==> src/rtl/uartfifo.sv <==
// uartfifo - buffered UART peripheral for the 6801 system bus.
//
// TX and RX FIFOs of 2^FIFO_AW bytes, programmable 16-bit baud divisor
// (bit time = 16*(DIV+1) clocks), 16x oversampled receiver with framing
// error detection, internal loopback and level-based interrupts.
//
// Ports:
//   clk  - system clock (sys_clk)
//   rst  - asynchronous reset, active low
//   AD   - register select (0 DATA, 1 STATUS, 2 CONTROL, 3 DIVL, 4 DIVH,
//          5 RXLVL, 6 TXLVL, 7 reserved)
//   DI   - CPU write data
//   DO   - CPU read data, combinational from AD
//   rw   - 1 = read, 0 = write
//   cs   - chip select (VMA-qualified)
//   irq  - level interrupt, active high
//   rxd  - asynchronous serial input
//   txd  - serial output, idle high
//
// Optional feature: define UARTFIFO_PARITY_EN to enable parity generation
// and checking (CONTROL b2/b3, STATUS b5). Without it frames are 8N1/8N2.

module uartfifo #(
  parameter int          FIFO_AW     = 4,
  parameter logic [15:0] DEFAULT_DIV = 16'd38
) (
  input  logic       clk,
  input  logic       rst,
  input  logic [2:0] AD,
  input  logic [7:0] DI,
  output logic [7:0] DO,
  input  logic       rw,
  input  logic       cs,
  output logic       irq,
  input  logic       rxd,
  output logic       txd
);

  localparam int DEPTH = 1 << FIFO_AW;
  localparam logic [FIFO_AW:0] TX_HALF = (FIFO_AW+1)'(DEPTH / 2);

`ifdef UARTFIFO_PARITY_EN
  localparam logic [7:0] CTRL_MASK = 8'h9F;
`else
  localparam logic [7:0] CTRL_MASK = 8'h93;
`endif

  typedef enum logic [2:0] {ST_IDLE, ST_START, ST_DATA, ST_PARITY, ST_STOP} uart_state_t;

  logic [7:0]  ctrl;
  logic [15:0] div_q, presc;
  logic        tick;
  logic        par_en, par_odd, two_stop, loopback;

  logic             wr_en, rd_en, status_wr;
  logic [7:0]       tx_mem [DEPTH];
  logic [7:0]       rx_mem [DEPTH];
  logic [FIFO_AW-1:0] tx_wp, tx_rp, rx_wp, rx_rp;
  logic [FIFO_AW:0] tx_count, rx_count;
  logic             tx_full, tx_empty, rx_full, rx_empty;
  logic             tx_push, tx_pop, rx_push, rx_pop;

  uart_state_t tx_state, tx_next;
  logic [3:0]  tx_cnt;
  logic [2:0]  tx_bit;
  logic [7:0]  tx_shift;
  logic        tx_par, tx_stop2, tx_last, tx_line;

  uart_state_t rx_state, rx_next;
  logic [3:0]  rx_cnt;
  logic [2:0]  rx_bit;
  logic [7:0]  rx_shift;
  logic        rx_s1, rx_s2, rx_in, rx_last, rx_half, rx_stop_sample;
  logic        ovr, ferr, perr, ovr_set, ferr_set, perr_set;

  assign two_stop = ctrl[4];
  assign loopback = ctrl[7];
`ifdef UARTFIFO_PARITY_EN
  assign par_en  = ctrl[2];
  assign par_odd = ctrl[3];
`else
  assign par_en  = 1'b0;
  assign par_odd = 1'b0;
`endif

  assign wr_en     = cs & ~rw;
  assign rd_en     = cs & rw;
  assign status_wr = wr_en && (AD == 3'd1);

  assign tx_full  = tx_count[FIFO_AW];
  assign tx_empty = (tx_count == '0);
  assign rx_full  = rx_count[FIFO_AW];
  assign rx_empty = (rx_count == '0);

  // A push into a full FIFO is still accepted when a pop frees a slot in the same cycle.
  assign rx_pop  = rd_en && (AD == 3'd0) && !rx_empty;
  assign tx_push = wr_en && (AD == 3'd0) && (!tx_full || tx_pop);
  assign rx_push = rx_stop_sample && (!rx_full || rx_pop);

  // Configuration registers and prescaler; writing DIVH restarts the prescaler on the new divisor.
  always_ff @(posedge clk or negedge rst) begin
    if (!rst) begin
      ctrl  <= 8'h00;
      div_q <= DEFAULT_DIV;
      presc <= DEFAULT_DIV;
    end else begin
      if (wr_en && AD == 3'd2) ctrl <= DI & CTRL_MASK;
      if (wr_en && AD == 3'd3) div_q[7:0]  <= DI;
      if (wr_en && AD == 3'd4) div_q[15:8] <= DI;
      if (wr_en && AD == 3'd4) presc <= {DI, div_q[7:0]};
      else if (tick)           presc <= div_q;
      else                     presc <= presc - 16'd1;
    end
  end

  assign tick = (presc == 16'd0);

  always_ff @(posedge clk or negedge rst) begin
    if (!rst) begin
      tx_wp <= '0; tx_rp <= '0; tx_count <= '0;
      rx_wp <= '0; rx_rp <= '0; rx_count <= '0;
    end else begin
      if (tx_push) tx_wp <= tx_wp + 1'b1;
      if (tx_pop)  tx_rp <= tx_rp + 1'b1;
      if (tx_push && !tx_pop)      tx_count <= tx_count + 1'b1;
      else if (!tx_push && tx_pop) tx_count <= tx_count - 1'b1;
      if (rx_push) rx_wp <= rx_wp + 1'b1;
      if (rx_pop)  rx_rp <= rx_rp + 1'b1;
      if (rx_push && !rx_pop)      rx_count <= rx_count + 1'b1;
      else if (!rx_push && rx_pop) rx_count <= rx_count - 1'b1;
    end
  end

  always_ff @(posedge clk) begin
    if (tx_push) tx_mem[tx_wp] <= DI;
    if (rx_push) rx_mem[rx_wp] <= rx_shift;
  end

  // ---------------- Transmitter ----------------
  assign tx_last = tick && (tx_cnt == 4'd15);

  always_ff @(posedge clk or negedge rst) begin
    if (!rst) tx_state <= ST_IDLE;
    else      tx_state <= tx_next;
  end

  // STOP either repeats once for two stop bits or chains straight into the next START.
  always_comb begin
    tx_next = tx_state;
    tx_pop  = 1'b0;
    case (tx_state)
      ST_IDLE:   if (tick && !tx_empty) begin tx_next = ST_START; tx_pop = 1'b1; end
      ST_START:  if (tx_last) tx_next = ST_DATA;
      ST_DATA:   if (tx_last && tx_bit == 3'd7) tx_next = par_en ? ST_PARITY : ST_STOP;
      ST_PARITY: if (tx_last) tx_next = ST_STOP;
      ST_STOP: begin
        if (tx_last && !(two_stop && !tx_stop2)) begin
          if (!tx_empty) begin tx_next = ST_START; tx_pop = 1'b1; end
          else           tx_next = ST_IDLE;
        end
      end
      default:   tx_next = ST_IDLE;
    endcase
  end

  always_ff @(posedge clk or negedge rst) begin
    if (!rst) begin
      tx_cnt <= 4'd0; tx_bit <= 3'd0; tx_shift <= 8'h00; tx_par <= 1'b0; tx_stop2 <= 1'b0;
    end else begin
      if (tx_pop) begin
        tx_shift <= tx_mem[tx_rp];
        tx_par   <= (^tx_mem[tx_rp]) ^ par_odd;
      end else if (tx_last && tx_state == ST_DATA) begin
        tx_shift <= {1'b0, tx_shift[7:1]};
      end
      if (tick) tx_cnt <= (tx_state == ST_IDLE) ? 4'd0 : tx_cnt + 4'd1;
      if (tx_last && tx_state == ST_DATA) tx_bit <= tx_bit + 3'd1;
      if (tx_last && tx_state == ST_STOP) tx_stop2 <= two_stop && !tx_stop2;
    end
  end

  always_comb begin
    tx_line = 1'b1;
    case (tx_state)
      ST_START:  tx_line = 1'b0;
      ST_DATA:   tx_line = tx_shift[0];
      ST_PARITY: tx_line = tx_par;
      default:   tx_line = 1'b1;
    endcase
  end

  assign txd = loopback ? 1'b1 : tx_line;

  // ---------------- Receiver ----------------
  always_ff @(posedge clk or negedge rst) begin
    if (!rst) begin rx_s1 <= 1'b1; rx_s2 <= 1'b1; end
    else      begin rx_s1 <= rxd;  rx_s2 <= rx_s1; end
  end

  assign rx_in   = loopback ? tx_line : rx_s2;
  assign rx_last = tick && (rx_cnt == 4'd15);
  assign rx_half = tick && (rx_cnt == 4'd7);

  always_ff @(posedge clk or negedge rst) begin
    if (!rst) rx_state <= ST_IDLE;
    else      rx_state <= rx_next;
  end

  // A start bit must still be low half a bit later, otherwise it was a glitch.
  always_comb begin
    rx_next = rx_state;
    case (rx_state)
      ST_IDLE:   if (!rx_in) rx_next = ST_START;
      ST_START:  if (rx_half) rx_next = rx_in ? ST_IDLE : ST_DATA;
      ST_DATA:   if (rx_last && rx_bit == 3'd7) rx_next = par_en ? ST_PARITY : ST_STOP;
      ST_PARITY: if (rx_last) rx_next = ST_STOP;
      ST_STOP:   if (rx_last) rx_next = ST_IDLE;
      default:   rx_next = ST_IDLE;
    endcase
  end

  always_comb begin
    rx_stop_sample = (rx_state == ST_STOP) && rx_last;
    ferr_set = rx_stop_sample && !rx_in;
    ovr_set  = rx_stop_sample && rx_full && !rx_pop;
    perr_set = par_en && (rx_state == ST_PARITY) && rx_last &&
               (rx_in != ((^rx_shift) ^ par_odd));
  end

  always_ff @(posedge clk or negedge rst) begin
    if (!rst) begin
      rx_cnt <= 4'd0; rx_bit <= 3'd0; rx_shift <= 8'h00;
    end else begin
      if (rx_state == ST_IDLE || rx_next != rx_state) rx_cnt <= 4'd0;
      else if (tick)                                  rx_cnt <= rx_cnt + 4'd1;
      if (rx_last && rx_state == ST_DATA) begin
        rx_shift <= {rx_in, rx_shift[7:1]};
        rx_bit   <= rx_bit + 3'd1;
      end
    end
  end

  // Sticky error flags: a new detection beats a CPU clear in the same cycle.
  always_ff @(posedge clk or negedge rst) begin
    if (!rst) begin
      ovr <= 1'b0; ferr <= 1'b0; perr <= 1'b0;
    end else begin
      ovr  <= ovr_set  | (ovr  & ~(status_wr & DI[3]));
      ferr <= ferr_set | (ferr & ~(status_wr & DI[4]));
      perr <= perr_set | (perr & ~(status_wr & DI[5]));
    end
  end

  assign irq = (ctrl[0] & !rx_empty) | (ctrl[1] & (tx_count <= TX_HALF));

  always_comb begin
    DO = 8'h00;
    case (AD)
      3'd0: DO = rx_empty ? 8'h00 : rx_mem[rx_rp];
      3'd1: DO = {irq, 1'b0, perr, ferr, ovr, tx_empty && (tx_state == ST_IDLE), !tx_full, !rx_empty};
      3'd2: DO = ctrl;
      3'd3: DO = div_q[7:0];
      3'd4: DO = div_q[15:8];
      3'd5: DO = 8'(rx_count);
      3'd6: DO = 8'(tx_count);
      default: DO = 8'h00;
    endcase
  end

endmodule

==> config.mk <==
export PLATFORM = sky130hd
export DESIGN_NAME = uartfifo
export DESIGN_NICKNAME = d
export VERILOG_FILES = /design/src/rtl/uartfifo.sv
export SDC_FILE = /design/constraint.sdc
export NUM_CORES = 1
export LEC_CHECK = 0
export CORE_ASPECT_RATIO = 0.9
export CORE_MARGIN = 4
export CORE_UTILIZATION = 65
export DETAILED_ROUTE_END_ITERATION = 16
export GPL_TIMING_DRIVEN = 0
export PLACE_DENSITY = 0.83
export SETUP_SLACK_MARGIN = 0.5
export SYNTH_ARGS = -nofsm -noshare
export SYNTH_HDL_FRONTEND = slang
export SYNTH_SLANG_ARGS = --single-unit
export TNS_END_PERCENT = 20
==> constraint.sdc <==
create_clock -name clk -period 7.3 [get_ports clk]
set_input_delay 1.46 -clock clk [delete_from_list [all_inputs] [get_ports clk]]
set_output_delay 1.46 -clock clk [all_outputs]
set_load 0.03 [all_outputs]
==> results of run 1 <==
==> cells in the final DEF, fill, tap and decap left out, types with 25 or more instances in the layout <==
master	synthesis	final
mux4_2	72	72
xnor2_1	31	31
clkbuf_1	33	44
clkbuf_16	0	37
nor2_1	58	58
nand2_1	100	100
dfrtp_1	97	97
mux2_2	30	30
a21oi_1	29	29
edfxtp_1	256	256
o21ai_0	44	44
ha_1	25	25
==> cells in the mapped netlist (18+ instances only) <==
master / number
a21oi_1: 29
edfxtp_1: 256
dfrtp_1: 97
a22oi_1: 18
mux2_2: 30
xnor2_1: 31
nand2_1: 100
nor2_1: 58
clkbuf_1: 33
o21ai_0: 44
inv_1: 24
mux4_2: 72
ha_1: 25
==> sequential cells by signal, indices dropped and copies added (netlist names), 5 cells and up <==
name / count
rx_shift: 8
tx_count: 5
tx_mem: 128
rx_mem: 128
tx_shift: 8
div_q: 16
rx_count: 5
presc: 16
==> how the worst min path moves through the flow <==
stage                      from    end  slack (ns)  cells past startpoint
after floorplan           rx_s1  rx_s2        0.35                      0
after global placement    rx_s1  rx_s2        0.35                      0
after detailed placement  rx_s1  rx_s2        0.35                      0
after CTS                 rx_s1  rx_s2        0.36                      0
after global routing      rx_s1  rx_s2        0.37                      0
final                     rx_s1  rx_s2        0.36                      0
==> stage by stage <==
stage          hold WS (ns)  cell area (um^2)  total power [mW]
2_1_floorplan         0.345             15400              2.75
3_3_place_gp          0.350             16000              2.89
3_5_place_dp          0.350             16100              2.91
4_1_cts               0.362             17200              4.72
5_1_grt               0.366             17200              4.87
6_report              0.359             17200              4.71
==> layout make-up <==
cell class                      count  area [um^2]
Clock inverter                     11          128
Clock buffer                       52         1020
Multi-Input combinational cell    555         4790
Timing Repair Buffer               27          283
Tap cell                          302          378
Fill cell                        1377         6130
Sequential cell                   361        10300
Buffer                             49          199
Inverter                           24         90.1
==> worst max-delay path, stage by stage <==
cell and delay (ns):
clkdlybuf4s50_1 0.52, clkbuf_1 0.43, buf_1 0.48, a21oi_1 0.14, a211oi_1 0.26, a21oi_1 0.09, o21ai_0 0.15, clkdlybuf4s50_1 0.73
==> per-layer routing <==
layer	up-vias	global-route usage [%]	part of all wire, %
met4	0	9.51	3.3
met5	-	0	0
met2	428	45.0	50
met1	4585	38.7	39
li1	3896	-	-
met3	81	4.68	7.2
==> power groups by stage <==
stage                     registers [mW]  logic, mW  clock network, mW
final                               2.38      0.499               1.83
after global routing                2.39      0.552               1.93
after CTS                           2.37      0.503               1.84
after detailed placement            2.42      0.493                  0
after global placement              2.41      0.479                  0
after floorplan                     2.39      0.362                  0
==> cells by family after synthesis <==
| family | Yosys count | share of synthesized area [%] |
|---|---|---|
| flops | 361 | 67.1 |
| compound gates | 124 | 5.07 |
| simple gates | 245 | 7.61 |
| buf+inv | 73 | 1.88 |
| fa+ha+maj | 27 | 2.29 |
| mux | 116 | 13.6 |
| xor+xnor | 43 | 2.45 |
==> impl_metrics.tcl, run 1 <==
set metrics [dict create \
    syn-cell-area_mm2 0.0154 \
    swShare_pct 24.4 \
    slew_violations 0 \
    finalWorstSetupSlack_ns 1.56 \
    yosysSeqAreaShare_pct 67.1 \
    dr.pass1.iters 5 \
    clock_sinks 361 \
    yosysTopAreaCell "edfxtp_1" \
    ctsHoldBuffers 0 \
    cts_made_buffers 36 \
    critical_path.max_fanout 10 \
    antenna_found_initial 0 \
    ant_nets 0 \
    fin_skew_ns 0.0283 \
    critPathCapture "DO[4]" \
    cts_resized 0 \
    yosys_warnings 0 \
    grt_usage_pct 27.7 \
    cts.reportedPaths.clkPinSlew_ns 0.06 \
    clock-root-buffer "clkbuf_16" \
    comb_power_share_pct 10.6 \
    num_rows 53 \
    drt_iter0_drc 1040 \
    dp.cells 1318 \
    drt-total-wl_mm 35.0 \
    r2r-start "presc[0]" \
    clk_latency_ns 0.53 \
    fin_cells 1381 \
    start_util_pct 66.0 \
    synth_area_leaders "edfxtp_1 50%, dfrtp_1 16%, mux4_2 11%" \
    arrival_ns 4.28 \
    drt-vias-per-instance 6.51 \
    clock_path_buffers 3 \
    final_util_pct 73.7 \
    grt_max_degree 58 \
    ys_ff_latch 361 \
    wl_per_cell_um 25.3 \
    synth_edf_count 256 \
    cts_htree_levels 2 \
    fin_crit_sh_pct 78.7 \
    critPathKind "in -> out" \
    drive_above_1_share_pct 16.9 \
    ir_worst_vdd_uv 243 \
    synth_cells 989 \
    power.density_mw_per_mm2 273 \
    p_int_mw 3.55 \
    synth_ff_type "edfxtp_1" \
    setup_viol 0 \
    setup_tns_ns 0 \
    syn_nets 1032 \
    area.growth.synth_to_final_pct 11.8 \
    postCtsSetupBuffers 0 \
    ios 26 \
    n_antenna_cell 0 \
    synth_top_area_share_pct 49.9 \
    slew_headroom_pct 17.6 \
    die_x_um 170 \
    pre_cts_ws_ns 1.68 \
    r2r_cells 9 \
    synth_async_sr_flop_share_pct 29.1 \
    crit_start "AD[1]" \
    p_leak_nw 6.50 \
    min_path_type "reg -> reg" \
    cp-end-kind "primary output" \
    core-area_mm2 0.0233 \
    cts_tree "yes" \
    rr_endpoint "tx_mem[1][3]" \
    rrSetupSlack_ns 2.97 \
    p_clk_share_pct 38.9 \
    grt_pass1_vias 9261 \
    synth_cell_types 56 \
    crit_required_ns 5.84 \
    worst_slew_pin_slew_ns 1.23 \
    hold_violations 0 \
    via_count 8990 \
    die-area_mm2 0.0262 \
    status "completed" \
    gp_congestion 0.893 \
    p_seq_share_pct 50.5 \
    syn_avg_cell_area_um2 15.6 \
    switchingPower_mw 1.15 \
    portBuffers 25 \
    gr-total-overflow 0 \
    start_kind "input port" \
    rsz0062_at_grt "false" \
    maxCapViolCount 0 \
    drc 0 \
    post-dp-hpwl_mm 21.6 \
    fin_crit_ns 5.74 \
    fmax_mhz 174 \
    die_h_um 154 \
    nNetsFinal 1097 \
    grt_pass1_wl_mm 54.7 \
]
Power figures use the tool's default switching activity.
==> inputs of run 2 (changes only) <==
--- a/config.mk
+++ b/config.mk
@@ -7,10 +7,10 @@
 export LEC_CHECK = 0
 export CORE_ASPECT_RATIO = 0.9
 export CORE_MARGIN = 4
-export CORE_UTILIZATION = 65
+export CORE_UTILIZATION = 62
 export DETAILED_ROUTE_END_ITERATION = 16
 export GPL_TIMING_DRIVEN = 0
-export PLACE_DENSITY = 0.83
+export PLACE_DENSITY = 0.8
 export SETUP_SLACK_MARGIN = 0.5
 export SYNTH_ARGS = -nofsm -noshare
 export SYNTH_HDL_FRONTEND = slang
==> constraint.sdc (replaced) <==
create_clock -name clk -period 5.8 [get_ports clk]
set_input_delay 1.16 -clock clk [delete_from_list [all_inputs] [get_ports clk]]
set_output_delay 1.16 -clock clk [all_outputs]
set_load 0.03 [all_outputs]
==> run 2 against run 1 <==
Sequential share of layout area down 0.18 points. Critical path depth unchanged. Clock power up 25%. Non-clock buffer count up 2. Die area up 4.6%. Worst hold slack better by 0.0012 ns. Combinational power up 28%. Routed wire length down 0.63%. Sequential power up 26%. Clock-buffer cell count down 4. Largest cell class unchanged. Highest routed layer unchanged.
==> impl_metrics.tcl, run 2 (synthesis results as in run 1) <==
set metrics [dict create \
    status "completed" \
    critical_path.max_fanout 10 \
    clock-root-buffer "clkbuf_16" \
    final_cell_mix "256 x edfxtp_1, 100 x nand2_1, 97 x dfrtp_1" \
    dr.pass1.iters 6 \
    n_antenna_cell 0 \
    area.growth.synth_to_final_pct 12.1 \
    p_seq_share_pct 50.7 \
    die-area_mm2 0.0274 \
    start_util_pct 63.3 \
    cts_made_buffers 37 \
    setup_tns_ns 0 \
    ios 26 \
    die_x_um 174 \
    grt_max_degree 69 \
    p_int_mw 4.44 \
    antenna_found_initial 0 \
    clock_sinks 361 \
    drt-vias-per-instance 6.39 \
    grt_pass1_wl_mm 54.7 \
    cts.reportedPaths.clkPinSlew_ns 0.06 \
    setup_viol 0 \
    arrival_ns 3.96 \
    clk_latency_ns 0.54 \
    num_rows 54 \
    hold_violations 0 \
    seq_area_mm2 0.0103 \
    final_common_cell "edfxtp_1" \
    slowest_stage "clkdlybuf4s50_1" \
    critPathKind "in -> out" \
    cpPeakStageDelay_ns 0.70 \
    ir_worst_vdd_uv 325 \
    clock_path_buffers 3 \
    fmax_mhz 195 \
    p_clk_share_pct 38.6 \
    core-area_mm2 0.0243 \
    fill_cells 1481 \
    die_h_um 157 \
    ctsHoldBuffers 0 \
    comb_power_share_pct 10.8 \
    fin_crit_sh_pct 88.3 \
    cts_resized 0 \
    total_power_mw 5.91 \
    nNetsFinal 1100 \
    path_cells "clkdlybuf4s50_1 > clkbuf_1 > buf_1 > a21oi_1 > a211oi_1 > a21oi_1 > o21ai_0 > clkdlybuf4s50_1" \
    swShare_pct 24.9 \
    drt-total-wl_mm 34.8 \
    wl_per_cell_um 25.0 \
    switchingPower_mw 1.47 \
    power.density_mw_per_mm2 342 \
    ant_nets 0 \
    reg_top3 "rx_mem (128), tx_mem (128)" \
    maxCapViolCount 0 \
    start_kind "input port" \
    drive_above_1_share_pct 17.5 \
    portBuffers 25 \
    postCtsSetupBuffers 0 \
    drc 0 \
    via_count 8905 \
    min_path_type "reg -> reg" \
    post-dp-hpwl_mm 22.0 \
    gp_congestion 0.906 \
    cts_tree "yes" \
    fin_crit_ns 5.12 \
    grt_usage_pct 26.3 \
    rsz0062_at_grt "false" \
    grt_pass1_vias 9108 \
    slew_headroom_pct 17.8 \
    slew_violations 0 \
    drt_iter0_drc 1004 \
    crit_required_ns 4.64 \
    fin_skew_ns 0.0273 \
    p_leak_nw 6.52 \
    gr-total-overflow 0 \
    multi_input_area_mm2 0.00479 \
    cts_htree_levels 2 \
    cp-end-kind "primary output" \
    worst_slew_pin_slew_ns 1.22 \
]
run 2: cell count changes in the layout (fill, tap and decap cells not counted), sizes merged:
cell      delta
clkbuf       -2
bufinv       -1
clkinvlp     +1
clkinv       +9
run 2: metal layers:
| metal | vias up | GRT usage [%] | part of all wire [%] |
|---|---|---|---|
| met1 | 4516 | 36.4 | 40 |
| met4 | 0 | 8.56 | 3.2 |
| met3 | 79 | 4.32 | 6.5 |
| met5 | - | 0 | 0 |
| li1 | 3910 | - | - |
| met2 | 400 | 43.9 | 50 |
run 2: through the flow:
stage	util (%)	setup WS (ns)	cell area (um^2)	hold slack, ns	std cells
floorplan	-	1.88	15400	0.345	989
CTS	70.9	0.627	17300	0.364	1393
global placement	65.9	-0.648	16000	0.351	1322
finish	71.0	0.676	17300	0.360	1394
global route	71.0	0.506	17300	0.369	1394
detailed placement	66.2	0.751	16100	0.348	1325
run 2: worst max-delay path: cells and delay by family:
family          cells  cell delay (ns)
compound gates      4             0.63
buf+inv             4             2.18
run 2: power groups by stage:
stage | sequential [mW] | combinational [mW] | clock, mW
after floorplan | 3.00 | 0.456 | 0
after global placement | 3.04 | 0.607 | 0
after detailed placement | 3.04 | 0.636 | 0
after CTS | 2.99 | 0.642 | 2.30
after global routing | 3.01 | 0.703 | 2.42
final | 3.00 | 0.637 | 2.28
run 2: final cells by class:
type	count	share of cell area, %
Multi-Input combinational cell	555	27.7
Inverter	24	0.522
Sequential cell	361	59.8
Clock inverter	20	0.920
Buffer	49	1.16
Tap cell	308	2.23
Timing Repair Buffer	29	1.80
Clock buffer	48	5.83
run 2: final timing paths:
check | from | endpoint | slack [ns] | cells past startpoint
setup / recovery | AD[1] | DO[4] | 0.68 | 8
hold / removal | rx_s1 | rx_s2 | 0.36 | 0
setup reg to reg | presc[0] | tx_mem[2][2] | 1.48 | 9
hold reg to reg | rx_s1 | rx_s2 | 0.36 | 0
max in group asynchronous | rst | div_q[5] | 4.54 | 3
min in group asynchronous | rst | tx_shift[3] | 0.65 | 2
==> inputs of run 3 (changes only) <==
--- a/config.mk
+++ b/config.mk
@@ -12,6 +12,7 @@
 export GPL_TIMING_DRIVEN = 0
 export PLACE_DENSITY = 0.8
 export SETUP_SLACK_MARGIN = 0.5
+export SLEW_MARGIN = 30
 export SYNTH_ARGS = -nofsm -noshare
 export SYNTH_HDL_FRONTEND = slang
 export SYNTH_SLANG_ARGS = --single-unit
==> run 3 against run 2 <==
Die area did not move. Clock-buffer cell count rose by 3. First-iteration DRC count fell by 3.0%. Sequential power barely moved. Maximum frequency barely moved. Design area barely moved. Clock skew fell by 0.0061 ns. Critical path type unchanged. Critical endpoint is now DO[0]. Highest routed layer is now met5.
==> impl_metrics.tcl, run 3 (synthesis results as in run 1) <==
set metrics [dict create \
    status "completed" \
    portBuffers 25 \
    fin_crit_sh_pct 88.3 \
    clock-root-buffer "clkbuf_16" \
    die_h_um 157 \
    fmax_mhz 195 \
    clock_path_buffers 3 \
    grt_pass1_wl_mm 54.8 \
    fin_skew_ns 0.0212 \
    slowest_stage "clkdlybuf4s50_1" \
    critPathKind "in -> out" \
    gr-total-overflow 0 \
    drt-vias-per-instance 6.42 \
    p_leak_nw 6.53 \
    power.density_mw_per_mm2 345 \
    clk_latency_ns 0.52 \
    fin_cells 1388 \
    drive_above_1_share_pct 17.3 \
    cpPeakStageDelay_ns 0.76 \
    arrival_ns 3.96 \
    path_cells "clkdlybuf4s50_1 > clkbuf_1 > buf_1 > mux2i_1 > o21ai_0 > nand2_1 > o31ai_1 > clkdlybuf4s50_1" \
    cts_made_buffers 36 \
    ios 26 \
    ant_nets 0 \
    setup_viol 0 \
    slew_violations 0 \
    drc 0 \
    drt-total-wl_mm 34.6 \
    grt_max_degree 72 \
    cp_common_cell "clkdlybuf4s50_1" \
    critical_path.max_fanout 10 \
    area.growth.synth_to_final_pct 12.2 \
    cp-end-kind "primary output" \
    dp.cells 1324 \
    hold_violations 0 \
    rsz0062_at_grt "false" \
    pre_cts_ws_ns 0.751 \
    antenna_found_initial 1 \
    cts_tree "yes" \
    final_common_cell "edfxtp_1" \
    clock_sinks 361 \
    gp_congestion 0.906 \
    fill_cells 1486 \
    setup_tns_ns 0 \
    cts.reportedPaths.clkPinSlew_ns 0.06 \
    n_antenna_cell 0 \
    postCtsSetupBuffers 0 \
    dr.pass1.iters 5 \
    via_count 8905 \
    ir_worst_vdd_uv 279 \
    reg_top3 "rx_mem (128), tx_mem (128)" \
    drt_iter0_drc 974 \
    cts_htree_levels 2 \
    grt_pass1_vias 9088 \
    nNetsFinal 1097 \
    total_power_mw 5.96 \
    num_rows 54 \
    worst_slew_pin_slew_ns 1.03 \
    final_cell_mix "256 x edfxtp_1, 100 x nand2_1, 97 x dfrtp_1" \
    die_x_um 174 \
    grt_usage_pct 26.3 \
    maxCapViolCount 0 \
    post-dp-hpwl_mm 21.8 \
    start_util_pct 63.3 \
    start_kind "input port" \
    min_path_type "reg -> reg" \
    core-area_mm2 0.0243 \
    crit_required_ns 4.64 \
    finalWorstSetupSlack_ns 0.680 \
    final_util_pct 71.0 \
    fin_crit_ns 5.12 \
    die-area_mm2 0.0274 \
    wl_per_cell_um 24.9 \
    slew_headroom_pct 31.4 \
]
[run 3: cell types whose count changed in the layout (fill, tap and decap cells not counted), sizes merged]
cell,delta
clkinvlp,-1
inv,-1
bufinv,+3
clkinv,-8
buf,-1
clkbuf,+2
[run 3: area by class of cell]
cell class | instances | area (um^2) | share of cell area (%)
repair buffers | 27 | 290 | 1.68
multi-input cells | 555 | 4820 | 27.9
flip-flops and latches | 361 | 10300 | 59.8
clock buffers | 51 | 987 | 5.71
clock inverters | 13 | 180 | 1.04
inverters | 24 | 90.1 | 0.521
plain buffers | 49 | 200 | 1.16
well taps | 308 | 385 | 2.23
[run 3: stage by stage]
| step | hold slack [ns] | instance area [um^2] |
|---|---|---|
| finish | 0.362 | 17300 |
| global route | 0.366 | 17300 |
| CTS | 0.365 | 17300 |
| detailed placement | 0.350 | 16100 |
| global placement | 0.351 | 16000 |
| floorplan | 0.345 | 15400 |
[run 3: worst max-delay path: cells and delay by family]
kind                   cells  cell delay [ns]
AO/OA/AOI/OAI              2             0.28
multiplexers               1             0.22
AND/OR/NAND/NOR            1             0.07
buffers and inverters      4             2.22
[run 3: timing repair]
action                     CTS  global route
hold buffers                 0             0
setup endpoints to repair    0             2
gates resized for setup      0             2
[run 3: path summary, 6_finish.rpt]
check                      startpoint     endpoint  slack (ns)  cells past startpoint
setup / recovery                AD[1]        DO[0]        0.68                      8
hold / removal                  rx_s1        rx_s2        0.36                      0
setup reg to reg             presc[0]  rx_count[4]        1.56                     15
hold reg to reg                 rx_s1        rx_s2        0.36                      0
max in group asynchronous         rst     div_q[5]        4.61                      2
min in group asynchronous         rst  tx_shift[6]        0.50                      1
[run 3: report_power, final]
part           internal, mW  total, mW  switching (mW)
logic                 0.281      0.638           0.357
clock network          1.37       2.33           0.959
registers              2.87       2.99           0.122
total                  4.52       5.96            1.44
[run 3: per-layer routing]
metal,track usage (%),vias up,wire length [um]
met5,0,-,7
met3,4.30,68,2430
li1,-,3895,-
met4,9.08,2,1130
met1,36.4,4518,13800
met2,43.5,422,17200
